==> src/rtl/instruction_fetch.sv <==
// Fetch stage and IF/ID pipeline register: one outstanding imem request, a one-entry
// skid buffer for responses that arrive while decode is stalled, and delayed-slot redirects.
module instruction_fetch #(
  parameter logic [31:0] RESET_PC = 32'h0000_0000
) (
  input  logic        clk,
  input  logic        rst,
  input  logic        stall,
  input  logic        jump_branch,
  input  logic        jump_target,
  input  logic        jump_reg,
  input  logic [31:0] jr_pc,
  output logic        imem_req,
  output logic [31:0] imem_addr,
  input  logic        imem_rvalid,
  input  logic [31:0] imem_rdata,
  output logic [31:0] pc_id,
  output logic [31:0] instr_id,
  output logic        id_valid
);

  typedef enum logic [1:0] {
    S_REQ  = 2'd0,
    S_WAIT = 2'd1,
    S_HOLD = 2'd2
  } state_t;

  state_t      state, state_next;
  logic [31:0] pc_if, pc_if_next;
  logic [31:0] req_pc, req_pc_next;
  logic [31:0] buf_pc, buf_pc_next;
  logic [31:0] buf_instr, buf_instr_next;
  logic        buf_valid, buf_valid_next;
  logic [31:0] pc_id_next, instr_id_next;
  logic        id_valid_next;
  logic        redir_pend, redir_pend_next;
  logic [31:0] redir_pc, redir_pc_next;

  logic        adv;
  logic        redirect_now;
  logic [31:0] slot;
  logic [31:0] target;

  assign adv          = ~stall | ~id_valid;
  assign redirect_now = id_valid & ~stall & (jump_reg | jump_target | jump_branch);
  assign slot         = pc_id + 32'd4;

  // jump_reg outranks jump_target, which outranks jump_branch
  always_comb begin
    target = slot + {{14{instr_id[15]}}, instr_id[15:0], 2'b00};
    if (jump_reg) begin
      target = jr_pc;
    end else if (jump_target) begin
      target = {slot[31:28], instr_id[25:0], 2'b00};
    end
  end

  assign imem_req  = (state == S_REQ) & ~rst;
  assign imem_addr = pc_if;

  always_comb begin
    state_next      = state;
    pc_if_next      = pc_if;
    req_pc_next     = req_pc;
    buf_pc_next     = buf_pc;
    buf_instr_next  = buf_instr;
    buf_valid_next  = buf_valid;
    pc_id_next      = pc_id;
    instr_id_next   = instr_id;
    id_valid_next   = id_valid;
    redir_pend_next = redir_pend;
    redir_pc_next   = redir_pc;

    case (state)
      S_REQ: begin
        // The request for pc_if goes out this cycle; pick the address after it.
        req_pc_next     = pc_if;
        state_next      = S_WAIT;
        redir_pend_next = 1'b0;
        if (redirect_now && (pc_if == slot)) begin
          pc_if_next = target;
        end else if (redir_pend) begin
          pc_if_next = redir_pc;
        end else begin
          pc_if_next = pc_if + 32'd4;
        end
        if (adv) begin
          id_valid_next = 1'b0;
          instr_id_next = 32'h0;
        end
      end
      S_WAIT: begin
        if (imem_rvalid) begin
          if (adv) begin
            pc_id_next    = req_pc;
            instr_id_next = imem_rdata;
            id_valid_next = 1'b1;
            state_next    = S_REQ;
          end else begin
            buf_pc_next    = req_pc;
            buf_instr_next = imem_rdata;
            buf_valid_next = 1'b1;
            state_next     = S_HOLD;
          end
        end else if (adv) begin
          id_valid_next = 1'b0;
          instr_id_next = 32'h0;
        end
      end
      S_HOLD: begin
        if (adv) begin
          pc_id_next     = buf_pc;
          instr_id_next  = buf_instr;
          id_valid_next  = buf_valid;
          buf_valid_next = 1'b0;
          state_next     = S_REQ;
        end
      end
      default: begin
        state_next = S_REQ;
      end
    endcase

    // Slot already requested: steer the fetch after it straight to the target.
    if ((state != S_REQ) && redirect_now) begin
      if (pc_if == slot + 32'd4) begin
        pc_if_next = target;
      end else if (pc_if == slot) begin
        redir_pend_next = 1'b1;
        redir_pc_next   = target;
      end
    end
  end

  always_ff @(posedge clk or posedge rst) begin
    if (rst) begin
      state      <= S_REQ;
      pc_if      <= RESET_PC;
      req_pc     <= RESET_PC;
      buf_pc     <= 32'h0;
      buf_instr  <= 32'h0;
      buf_valid  <= 1'b0;
      pc_id      <= 32'h0;
      instr_id   <= 32'h0;
      id_valid   <= 1'b0;
      redir_pend <= 1'b0;
      redir_pc   <= 32'h0;
    end else begin
      state      <= state_next;
      pc_if      <= pc_if_next;
      req_pc     <= req_pc_next;
      buf_pc     <= buf_pc_next;
      buf_instr  <= buf_instr_next;
      buf_valid  <= buf_valid_next;
      pc_id      <= pc_id_next;
      instr_id   <= instr_id_next;
      id_valid   <= id_valid_next;
      redir_pend <= redir_pend_next;
      redir_pc   <= redir_pc_next;
    end
  end

endmodule

==> config.mk <==
export PLATFORM = sky130hd
export DESIGN_NAME = instruction_fetch
export DESIGN_NICKNAME = d
export VERILOG_FILES = /design/src/rtl/instruction_fetch.sv
export SDC_FILE = /design/constraint.sdc
export NUM_CORES = 1
export LEC_CHECK = 0
export CORE_MARGIN = 2
export CORE_UTILIZATION = 25
export CTS_BUF_LIST = sky130_fd_sc_hd__clkbuf_8
export CTS_CLUSTER_SIZE = 8
export DETAILED_ROUTE_END_ITERATION = 10
export GPL_ROUTABILITY_DRIVEN = 0
export GPL_TIMING_DRIVEN = 0
export PLACE_DENSITY = 0.41
export SKIP_CTS_REPAIR_TIMING = 1
export SLEW_MARGIN = 20
export SYNTH_ARGS = -nofsm -noshare
export SYNTH_HDL_FRONTEND = slang
export SYNTH_SLANG_ARGS = --single-unit
==> constraint.sdc <==
create_clock -name clk -period 9.9 [get_ports clk]
set_clock_uncertainty 0.05 [all_clocks]
set_input_delay 1.485 -clock clk [delete_from_list [all_inputs] [get_ports clk]]
set_output_delay 1.485 -clock clk [all_outputs]
set_load 0.03 [all_outputs]
==> results by group <==
Critical path
  – Worst-case reg-to-reg path depth: 15
  – Crit path from: pc_id[2]
  – Startpoint Class: flop
  – Critical Path RT: 10350 ps
  – Setup slack, reg-to-reg: 3980 ps
  – CP endpoint kind: flop
  – Critical path peak fanout: 10
  – FF-to-FF Start: pc_id[2]
  – Critical Path AT: 6370 ps
  – Worst Path Class, Setup: flop to flop
  – Worst r2r dst: imem_addr[17]

Synthesis
  – Syn Nets: 1759
  – Synth area leaders: dfrtp_1, mux2_2, o21ai_0
  – Syn avg cell area: 9.206 µm²
  – #FFs+latches synth: 229
  – Synthesis Warnings: 0
  – Most area-hungry cell type in the Yosys netlist: dfrtp_1
  – Number of synthesized flops with an enable pin: 0
  – Asr flop ratio synth: 100.0%
  – Count of cell types in the netlist: 86
  – Post-synthesis sequential area ratio: 37.84%
  – Post-synthesis cell area: 15140 µm²
  – Primary FF master, synth: dfrtp_1
  – Post-synth top area share: 37.84%
  – Post-Syn Instances: 1645

STA
  – Unrepaired setup endpoints after global routing: false
  – Slew Viols, Final: 0
  – Setup TNS: 0 ps
  – Worst Max-Slew Pin Slew: 1054 ps
  – Crit path time final: 5922 ps
  – PnR worst setup slack: 3978 ps
  – Fin crit share: 59.82%
  – Worst slew margin: 28.60%
  – Fmax: 168.9 MHz
  – Hold Vio Cnt, Final: 0
  – Endpoints failing setup: 0

Floorplan
  – Die area: 62560 µm²
  – # IOs: 169
  – DIE HEIGHT: 250.1 µm
  – Core Area: 60130 µm²
  – Die W: 250.1 µm
  – Row cnt: 90
  – Initial core utilization: 25.18%

Route
  – Average wire per standard cell: 22.17 µm
  – DRC viols: 0
  – DRT Pass-1 Iters: 5
  – 1st-iter DRT viols: 690
  – Routed Wire Length: 59.21 mm
  – Final ANT Viol Nets: 0
  – Via density: 5.113
  – Vias: 13660

Job
  – Max-cap check violation count: 0

Place
  – DP Wirelength: 46.45 mm
  – Input/output buffers: 168
  – Dpl ws: 3933 ps
  – Placed Area: 17870 µm²

Finish
  – Layout Nets: 1975
  – Design area: 18710 µm²
  – Fillcell total: 6361
  – Area delta synth->final: 23.58%
  – Layout cell share with drive strength beyond 1: 11.65%
  – ANT cells: 0

Pwr
  – Switch share: 47.09%
  – Maximum VDD drop: 0.09252 mV
  – Sw power: 2.590 mW
  – Combinational Power Share: 54.8%
  – Leakage power: 7.588 nW
  – Power share of the sequential group: 28.1%
  – PD cells: 293.9 nW/µm²
  – Internal: 2.910 mW
  – Clock network power share: 17.1%

Clock network
  – Reg clk slew, reported paths: 60 ps
  – Longest Clk Path Bufs: 3
  – CTS Buf Count: 44
  – Clock tree sinks: 229
  – Skew-Pair Late Insertion Delay: 630 ps
  – Root Buffer: clkbuf_8
  – CTS tree: built
  – CTS H-tree depth: 2

Hold path
  – Worst Hold Path EP: redir_pc[23]
  – WHS Path Cells: 2
  – Type of the worst min-delay path: flop to flop
  – Hold path startpoint: redir_pc[23]

Global route
  – GRT Overall Usage: 18.63%
  – Largest net degree at the start of global routing: 84
  – Initial antenna violation count: 4
  – Vias in the first global route: 13580
  – Grt total ovfl: 0
  – First-pass GRT wire length: 87.86 mm

Run status
  – Status: completed
flip-flops by register name (all words and copies together), names as in the netlist:
signal / cells
buf_instr: 32
buf_valid: 1
imem_addr: 32
pc_id: 32
state: 2
buf_pc: 32
instr_id: 32
redir_pc: 32
req_pc: 32
id_valid: 1
redir_pend: 1
power by group through the flow:
stage          Combinational, mW  Sequential, mW  Clock (mW)
6_report                    3.01            1.55       0.940
5_1_grt                     3.28            1.59        1.01
4_1_cts                     3.02            1.55       0.969
3_5_place_dp                3.00            1.57           0
3_3_place_gp                2.97            1.56           0
2_1_floorplan               1.80            1.70           0
cell families (layout without fill, tap and decap cells):
family / count (synthesis) / after routing / synth area share (%)
adders and majority gates: 43 / 43 / 3.602
AOI/OAI and AO/OA: 458 / 458 / 19.06
buffers and inverters: 172 / 416 / 4.569
and+or+nand+nor: 482 / 482 / 16.56
muxes: 157 / 157 / 11.29
xor gates and xnor gates: 104 / 104 / 7.073
DFF: 229 / 229 / 37.84
metrics by stage:
step	total power [mW]	utilization [%]	instances	hold WS, ps
6_report	5.500	31.12	2671	430.7
4_1_cts	5.538	31.12	2671	433.6
3_5_place_dp	4.570	29.72	2597	420.8
3_3_place_gp	4.534	29.61	2595	416.0
5_1_grt	5.880	31.12	2671	455.6
2_1_floorplan	3.494	-	1645	394.4
worst max-delay path, cell delays in order, from the launching register on:
cell       delay [ps]
dfrtp_1           410
buf_2             220
clkbuf_1          420
inv_1             220
ha_1              410
nor4_1            630
nand3_1           410
or4_1             580
a2111oi_0         500
a32oi_1           100
a21o_1            230
nand4b_1          270
o31ai_2           600
buf_4             310
o22ai_1           100
a21oi_1           320
layout make-up:
type | instances | area (µm²) | area share (%)
Tap cell | 782 | 978.4 | 5.228
Sequential cell | 229 | 5731 | 30.62
Buffer | 116 | 484.2 | 2.587
Inverter | 56 | 219.0 | 1.170
Multi-Input combinational cell | 1244 | 8721 | 46.60
Timing Repair Buffer | 170 | 1737 | 9.280
Clock buffer | 53 | 729.5 | 3.898
Clock inverter | 21 | 115.1 | 0.6151
cell usage after synthesis, types with 11 or more instances:
master,n
and2_1,14
ha_1,42
inv_1,55
dfrtp_1,229
buf_1,16
o2bb2ai_1,12
o21ai_0,159
o31ai_1,12
o211ai_1,21
nand4_1,30
nand3_1,47
o21ai_1,11
or3_1,11
and3_1,24
clkbuf_1,82
a21o_1,21
nor3_1,14
nor2_1,49
nand2_1,202
buf_2,11
a21oi_1,76
nor4_1,19
xnor2_1,53
o22ai_1,29
xor2_1,39
mux2i_1,46
a22oi_1,34
mux2_2,111
routing by layer:
layer	GRT usage, %	share of wire [%]
met5	0	0.081
met4	5.355	2.4
met3	3.305	4.8
met2	31.48	48
met1	24.30	45
how the worst max path moves through the flow:
stage               cells past startpoint       endpoint
finish                                 15  imem_addr[17]
global route                           15   imem_addr[9]
CTS                                    15   imem_addr[9]
detailed placement                     13   imem_addr[9]
global placement                        2      buf_pc[8]
floorplan                               1   buf_instr[0]
cell usage in the layout (no fill, tap or decap), types with 29 or more instances in the layout:
master	netlist	final
nand2_1	202	202
clkdlybuf4s50_1	0	168
nand4_1	30	30
nor2_1	49	49
xnor2_1	53	53
o22ai_1	29	29
xor2_1	39	39
mux2i_1	46	46
a21oi_1	76	76
o21ai_0	159	159
clkbuf_8	0	53
a22oi_1	34	34
mux2_2	111	111
dfrtp_1	229	229
ha_1	42	42
clkbuf_1	82	79
nand3_1	47	47
inv_1	55	68
No activity file was read; power rests on OpenSTA's default activity.
